### config.mk
export PLATFORM = sky130hd
export DESIGN_NAME = gzip_member_framer
export DESIGN_NICKNAME = d
export VERILOG_FILES = /design/src/rtl/gzip_member_framer.sv
export SDC_FILE = /design/constraint.sdc
export NUM_CORES = 1
export LEC_CHECK = 0
export BUFFER_PORTS_ARGS = -buffer_cell sky130_fd_sc_hd__buf_2
export CAP_MARGIN = 10
export CORE_MARGIN = 10
export CORE_UTILIZATION = 55
export DETAILED_ROUTE_END_ITERATION = 16
export GPL_ROUTABILITY_DRIVEN = 0
export GPL_TIMING_DRIVEN = 1
export HOLD_SLACK_MARGIN = 0.03
export PLACE_DENSITY = 0.77
export SLEW_MARGIN = 20
export SYNTH_ARGS = -nofsm -noshare
export SYNTH_HDL_FRONTEND = slang
export SYNTH_SLANG_ARGS = --single-unit
### constraint.sdc
create_clock -name clk -period 6.5 [get_ports clk]
set_input_delay 0.325 -clock clk [delete_from_list [all_inputs] [get_ports clk]]
set_output_delay 0.325 -clock clk [all_outputs]
set_load 0.02 [all_outputs]
### src/rtl/gzip_member_framer.sv
// gzip_member_framer: wraps a raw deflate stream in a gzip header and CRC32/ISIZE trailer.
module gzip_member_framer #(
    parameter int         INFO_AW = 2,
    parameter logic [7:0] OS_BYTE = 8'hFF
) (
    input  logic        clk,
    input  logic        rst,
    input  logic        i_info_en,
    input  logic [31:0] i_info_len,
    input  logic [31:0] i_info_crc,
    input  logic        i_valid,
    input  logic        i_last,
    input  logic [7:0]  i_byte,
    output logic        o_ready,
    output logic        o_en,
    output logic [7:0]  o_byte,
    output logic        o_eos,
    output logic        o_overflow
);
    localparam int DEPTH = 1 << INFO_AW;
    typedef enum logic [2:0] {IDLE, HEADER, BODY, WAIT_INFO, TRAILER} state_t;
    state_t               state, state_nxt;
    logic [3:0]           idx, idx_nxt;
    logic [63:0]          mem [DEPTH];
    logic [63:0]          head;
    logic [INFO_AW-1:0]   wr_ptr, rd_ptr;
    logic [INFO_AW:0]     count;
    logic                 fifo_empty, fifo_full, push, pop, xfer, emit;
    logic [7:0]           hdr_byte, emit_byte;
    assign fifo_empty = count == '0;
    assign fifo_full  = count == (INFO_AW+1)'(DEPTH);
    assign head       = mem[rd_ptr];
    assign xfer       = i_valid & o_ready;
    assign push       = i_info_en & (~fifo_full | pop);
    always_ff @(posedge clk) begin
        if (rst) begin
            state <= IDLE;
            idx   <= '0;
        end else begin
            state <= state_nxt;
            idx   <= idx_nxt;
        end
    end
    always_comb begin
        state_nxt = state;
        idx_nxt   = idx;
        case (state)
            IDLE: if (i_valid) begin
                state_nxt = HEADER;
                idx_nxt   = '0;
            end
            HEADER: begin
                state_nxt = idx == 4'd9 ? BODY : HEADER;
                idx_nxt   = idx == 4'd9 ? 4'd0 : idx + 4'd1;
            end
            BODY: if (xfer & i_last) begin
                state_nxt = fifo_empty ? WAIT_INFO : TRAILER;
                idx_nxt   = '0;
            end
            WAIT_INFO: if (!fifo_empty) begin
                state_nxt = TRAILER;
                idx_nxt   = '0;
            end
            TRAILER: begin
                state_nxt = idx == 4'd7 ? IDLE : TRAILER;
                idx_nxt   = idx == 4'd7 ? 4'd0 : idx + 4'd1;
            end
            default: state_nxt = IDLE;
        endcase
    end
    always_comb begin
        o_ready   = state == BODY;
        hdr_byte  = idx == 4'd0 ? 8'h1F : idx == 4'd1 ? 8'h8B : idx == 4'd2 ? 8'h08 :
                    idx == 4'd9 ? OS_BYTE : 8'h00;
        emit      = state == HEADER || state == TRAILER || xfer;
        emit_byte = state == HEADER ? hdr_byte :
                    state == TRAILER ? head[{idx[2:0], 3'b000} +: 8] : i_byte;
        pop       = state == TRAILER && idx == 4'd7;
    end
    // Output registers give the fixed one-cycle latency; the FIFO shares the same reset.
    always_ff @(posedge clk) begin
        if (rst) begin
            o_en       <= 1'b0;
            o_byte     <= 8'h00;
            o_eos      <= 1'b0;
            o_overflow <= 1'b0;
            wr_ptr     <= '0;
            rd_ptr     <= '0;
            count      <= '0;
        end else begin
            o_en   <= emit;
            o_byte <= emit ? emit_byte : 8'h00;
            o_eos  <= pop;
            if (i_info_en & fifo_full & ~pop) o_overflow <= 1'b1;
            if (push) wr_ptr <= wr_ptr + 1'b1;
            if (pop) rd_ptr <= rd_ptr + 1'b1;
            count <= count + (INFO_AW+1)'(push) - (INFO_AW+1)'(pop);
        end
    end
    always_ff @(posedge clk) begin
        if (push) mem[wr_ptr] <= {i_info_len, i_info_crc};
    end
endmodule

Word level (Yosys, flattened, before mapping). Memory sizes are Yosys's and may differ from the RTL's. A register that Yosys moved wholly into a read port is not among the register bits. Cells that the tools add are included.

Flip-flop bits (word level): 25. Bits in latches: 0. RAM bits: 256. Bits in read-only memories: 0. Input port bits: 77. Output and inout port bits: 12. Memories kept: 1.

$add $sub $neg: 5. Multiply operators: 0. Divide/modulo/power cells: 0. Order comparisons: 0. Eq/ne operators: 12. Shift-type cells: 1. Multiplexer cells: 23. Bitwise operators: 9. Reductions and logical operators: 10.

Memories: mem (words 4, bits a word 64, rd ports 1, clocked after Yosys merged registers in 1, write ports 1, RTL line 24) `logic [63:0] mem [DEPTH];`.

Operators by type and width (number): variable part select 64 x 7 -> 8 bit (1); 2-to-1 mux 8 bit (6); 2-to-1 mux 4 bit (5); case mux 4 bit (5 select lines) (1); 2-to-1 mux 3 bit (5); case mux 3 bit (5 select lines) (1); == test 3 x 2 -> 1 bit (second input constant) (2); == test 3 bit (second input constant) (2); zero test 3 bit (2); 2-to-1 mux 2 bit (3); bitwise AND 1 bit (5); nonzero test 5 bit (1); adder 2 x 1 -> 2 bit (second input constant) (2); adder 4 x 1 -> 4 bit (second input constant) (1); == test 4 x 1 -> 1 bit (second input constant) (1); == test 4 x 2 -> 1 bit (second input constant) (1); == test 4 x 3 -> 1 bit (second input constant) (1); == test 4 bit (second input constant) (1); zero test 4 bit (1); != test 2 bit (second input constant) (2); AND reduction 4 bit (1); adder 3 x 1 -> 3 bit (1); == test 3 x 1 -> 1 bit (second input constant) (1); NOT 1 bit (3); 8 further kinds (10).

Logic depth before layout (Yosys ltp).
Word-level depth: 6. Depth in mapped cells: 15. Depth with buffers taken out: 14.

Least setup slack after synthesis. OpenSTA, ideal clock, no wires.

Path type: register -> register. Start point: register state[2]. End point: memory mem[0][0], enable pin. Library setup time: 429 ps. Arrival: 2805 ps. Required time: 6071 ps. Path slack: 3266 ps. Stages on the path, launching flop included: 8. Path buffers: 2. Path through: dfxtp_1 > buf_4 > or3b_1 > buf_2 > nor2_4 > nor2_1 > nor2b_4 > and2_1.

Longest elaborated chain between the ends: 6.

Ends and longest elaborated chain: start, declared (RTL line 22) `state_t state, state_nxt;`; start signal, assigned (RTL line 40) `state <= state_nxt;`; == test 3 bit (RTL line 78) `pop = state == TRAILER && idx == 4'd7;`; logical AND 1 bit (RTL line 78); via pop (RTL line 28) `logic fifo_empty, fifo_full, push, pop, xfer, emit;`; bitwise OR 1 bit (RTL line 34) `assign push = i_info_en & (~fifo_full | pop);`; bitwise AND 1 bit (RTL line 34); 2-to-1 mux 1 bit (RTL line 101) `if (push) mem[wr_ptr] <= {i_info_len, i_info_crc};`; 2-to-1 mux 1 bit (implied by the code) (RTL line 101); end, declared (RTL line 24).

The timed path passes the listed nets, and every way through them passes these cells.

Final worst setup path.
Start point: register idx[0]. End point: register count[2].

Longest elaborated chain between the ends: 6.

Ends and longest elaborated chain: start, declared (RTL line 23) `logic [3:0] idx, idx_nxt;`; start signal, assigned (RTL line 41) `idx <= idx_nxt;`; == test 4 x 3 -> 1 bit (*) (RTL line 78); logical AND 1 bit (*) (RTL line 78); via pop (RTL line 28); bitwise OR 1 bit (RTL line 34); bitwise AND 1 bit (RTL line 34); adder 3 x 1 -> 3 bit (RTL line 97) `count <= count + (INFO_AW+1)'(push) - (INFO_AW+1)'(pop);`; subtractor 3 x 1 -> 3 bit (*) (RTL line 97); end signal, assigned (RTL line 97); end, declared (RTL line 27) `logic [INFO_AW:0] count;`.

Mark *: on every way through the listed nets, which the timed path passes. The rest lies on a longest branch. A chain may end at the register's enable or synchronous reset.

==> flow_summary.yaml <==
status:
  run_status: "complete, no violations"
sta:
  tightestPinTransition_ps: 994
  fmax_ghz: 0.317
  tns_ps: 0
  fin_ws_ps: 3350
  min_period_over_period_pct: 48.5
  finalClockSkew_ps: 13.1
  rsz0062_at_grt: "false"
  setup_viol_count_final: 0
  finalHoldViolations: 0
  relSlewSlack_pct: 33.8
  min_period_ps: 3150
  maxSlewViolCount: 0
setup_path:
  cpPeakStageDelay_ps: 770
  slowest_stage: "dfxtp_1"
  path_cells: "ha_1 > nand3b_1 > nor2_4 > nor2_1 > nor2b_4 > inv_2 > ha_1 > inv_1 > ha_1 > inv_1 > fa_1 > xor2_1 > xnor2_1 > nor2_1"
  r2r_start: "idx[0]"
  crit_start: "idx[0]"
  path_buf_inv: 3
  cpMostUsedCell: "ha_1"
  cp_data_arrival_time_ps: 3570
  cp-end-kind: "register"
  startpoint_type: "register"
  required_ps: 6920
  critPathKind: "register to register"
  critPathTopFamily: "adder cells"
  crit_fanout: 23
cts:
  clk_pin_slew_ps: 60
  cts_buffers: 28
  clock_latency_ps: 540
  cts_sinks: 283
  cts.path.max_buffers: 3
  cts_resized: 0
  htree_levels: 1
  root_buffer: "clkbuf_16"
  cts_tree: "done"
finish:
  n_antenna_cell: 0
  mostFrequentLayoutCells: "256 x edfxtp_1, 88 x buf_2, 62 x dlygate4sd3_1"
  nets: 845
  utilization_pct: 66.6
  syn_to_final_growth_pct: 20.0
  mostFrequentLayoutCell: "edfxtp_1"
  drive_gt1_share_pct: 25.4
floorplanning:
  placementRows: 52
  die_w_um: 162
  initial_utilization_pct: 55.5
  ios: 89
  die_h_um: 162
  die-area_sq_mm: 0.0264
  coreArea_sq_mm: 0.0201
routing:
  routedWlPerCell_um: 22.4
  drc_errors: 0
  drt-pass1-iter-count: 5
  ant_nets: 0
  via_per_inst: 5.75
  vias: 6025
  drt_iter0_drc: 497
  wl_um: 23500
worst_hold_path:
  worstHoldStart: "i_info_crc[14]"
  hold_class: "primary input to register"
pwr:
  intPower_w: 0.00332
  vdd_drop_max_v: 0.000258
  seq_power_share_pct: 52.3
  power_density_mw_per_mm2: 318
  pwr-share-clk_pct: 38.8
  p_leak_nw: 4.57
  p_sw_share_pct: 22.1
  comb_power_share_pct: 8.9
  p_sw_w: 0.000943
synth:
  synth.net_count: 689
  yosys_warnings: 0
  syn_avg_cell_area_sq_um: 18.6
  synthesis.area_sq_mm: 0.0112
  ys_ff_latch: 283
  synth_cell_types: 50
  netlist_instances: 601
  ys_seq_area_share_pct: 73.8
placed_design:
  dpl.hpwl_um: 13900
  port-buffer-count: 88
  post-place-ws_ps: 3360
global_routing:
  grt_max_degree: 65
  grt_pass1_wl_um: 37100
  grt_usage_pct: 17.9
  antenna_found_initial: 0
  grt_pass1_vias: 6575
  overflow: 0
job:
  maxCapViolCount: 0
==> kinds of logic after synthesis <==
kind of cell	share of synthesized area [%]
xor+xnor	0.471
compound gates	4.86
flops	73.8
mux	14.0
simple gates	3.63
buf+inv	2.01
fa+ha+maj	1.30
==> final cells by class <==
| class | count | area, sq um |
|---|---|---|
| timing repair buffer | 158 | 1120 |
| multi-input combinational | 277 | 2710 |
| sequential | 283 | 8230 |
| tap | 270 | 338 |
| clock inverter | 18 | 231 |
| fill | 1322 | 6720 |
| clock buffer | 33 | 719 |
| inverter | 9 | 33.8 |
==> final timing paths <==
kind                            depth (start not counted)         end  slack (ps)
worst max register to register                         14    count[2]        3350
worst min-delay path                                    1  mem[3][14]          40
worst min register to register                          2  o_overflow         490
worst max-delay path                                   14    count[2]        3350
==> Yosys cell counts (all sizes together) <==
master / count / area share (%)
a2111oi: 2 / 0.16
a211o: 1 / 0.079
a211oi: 6 / 0.40
a21boi: 1 / 0.067
a21oi: 21 / 0.94
a221oi: 1 / 0.079
a22oi: 3 / 0.20
a311oi: 1 / 0.079
a31o: 8 / 0.63
a31oi: 1 / 0.056
and2: 6 / 0.34
and3b: 1 / 0.079
buf: 21 / 1.3
clkbuf: 11 / 0.37
dfxtp: 27 / 4.8
edfxtp: 256 / 69
fa: 1 / 0.18
ha: 10 / 1.1
inv: 9 / 0.30
mux2i: 47 / 4.2
mux4: 48 / 9.8
nand2: 15 / 0.50
nand2b: 1 / 0.056
nand3: 3 / 0.13
nand3b: 3 / 0.20
nor2: 34 / 1.2
nor2b: 5 / 0.35
nor3: 5 / 0.22
nor3b: 2 / 0.13
nor4: 1 / 0.056
nor4b: 2 / 0.16
o211ai: 2 / 0.13
o21a: 1 / 0.067
o21ai: 22 / 0.99
o21bai: 1 / 0.067
o221ai: 8 / 0.63
o22ai: 5 / 0.28
or3: 2 / 0.11
or3b: 1 / 0.079
xnor2: 3 / 0.24
xor2: 3 / 0.24
==> flip-flops by register name, summed over array words and instances (netlist names), named ones only <==
| name | count |
|---|---|
| state | 3 |
| wr_ptr | 2 |
| count | 3 |
| o_eos | 1 |
| mem | 256 |
| o_overflow | 1 |
| rd_ptr | 2 |
| o_en | 1 |
| o_byte | 8 |
| idx | 4 |
==> through the flow <==
stage	hold WS [ps]	cells	area (sq um)	power, W
floorplan	424	601	11200	0.00247
global placement	466	935	11800	0.00260
detailed placement	468	935	11800	0.00262
CTS	30.6	1048	13400	0.00429
global route	34.9	1048	13400	0.00441
finish	41.3	1048	13400	0.00426
==> power groups by stage <==
| stage | Combinational, W | Sequential [W] | Clock [W] |
|---|---|---|---|
| after floorplan | 0.000211 | 0.00226 | 0 |
| after global placement | 0.000342 | 0.00225 | 0 |
| after detailed placement | 0.000352 | 0.00227 | 0 |
| after CTS | 0.000384 | 0.00223 | 0.00167 |
| after global routing | 0.000418 | 0.00224 | 0.00175 |
| final | 0.000378 | 0.00223 | 0.00166 |
==> per-layer routing <==
metal,wire (um),track usage (%),up-vias,part of all wire [%]
met3,1840,4.04,37,7.8
met4,525,4.80,0,2.2
met2,11700,29.8,237,50
met5,0,0,-,0
met1,9430,23.4,3028,40
li1,-,-,2723,-
==> what timing repair did <==
item,in CTS,in global routing
buffers inserted,0,0
hold buffers,62,0
endpoints found under the hold margin,248,0
No activity file was read; power rests on OpenSTA's default activity.
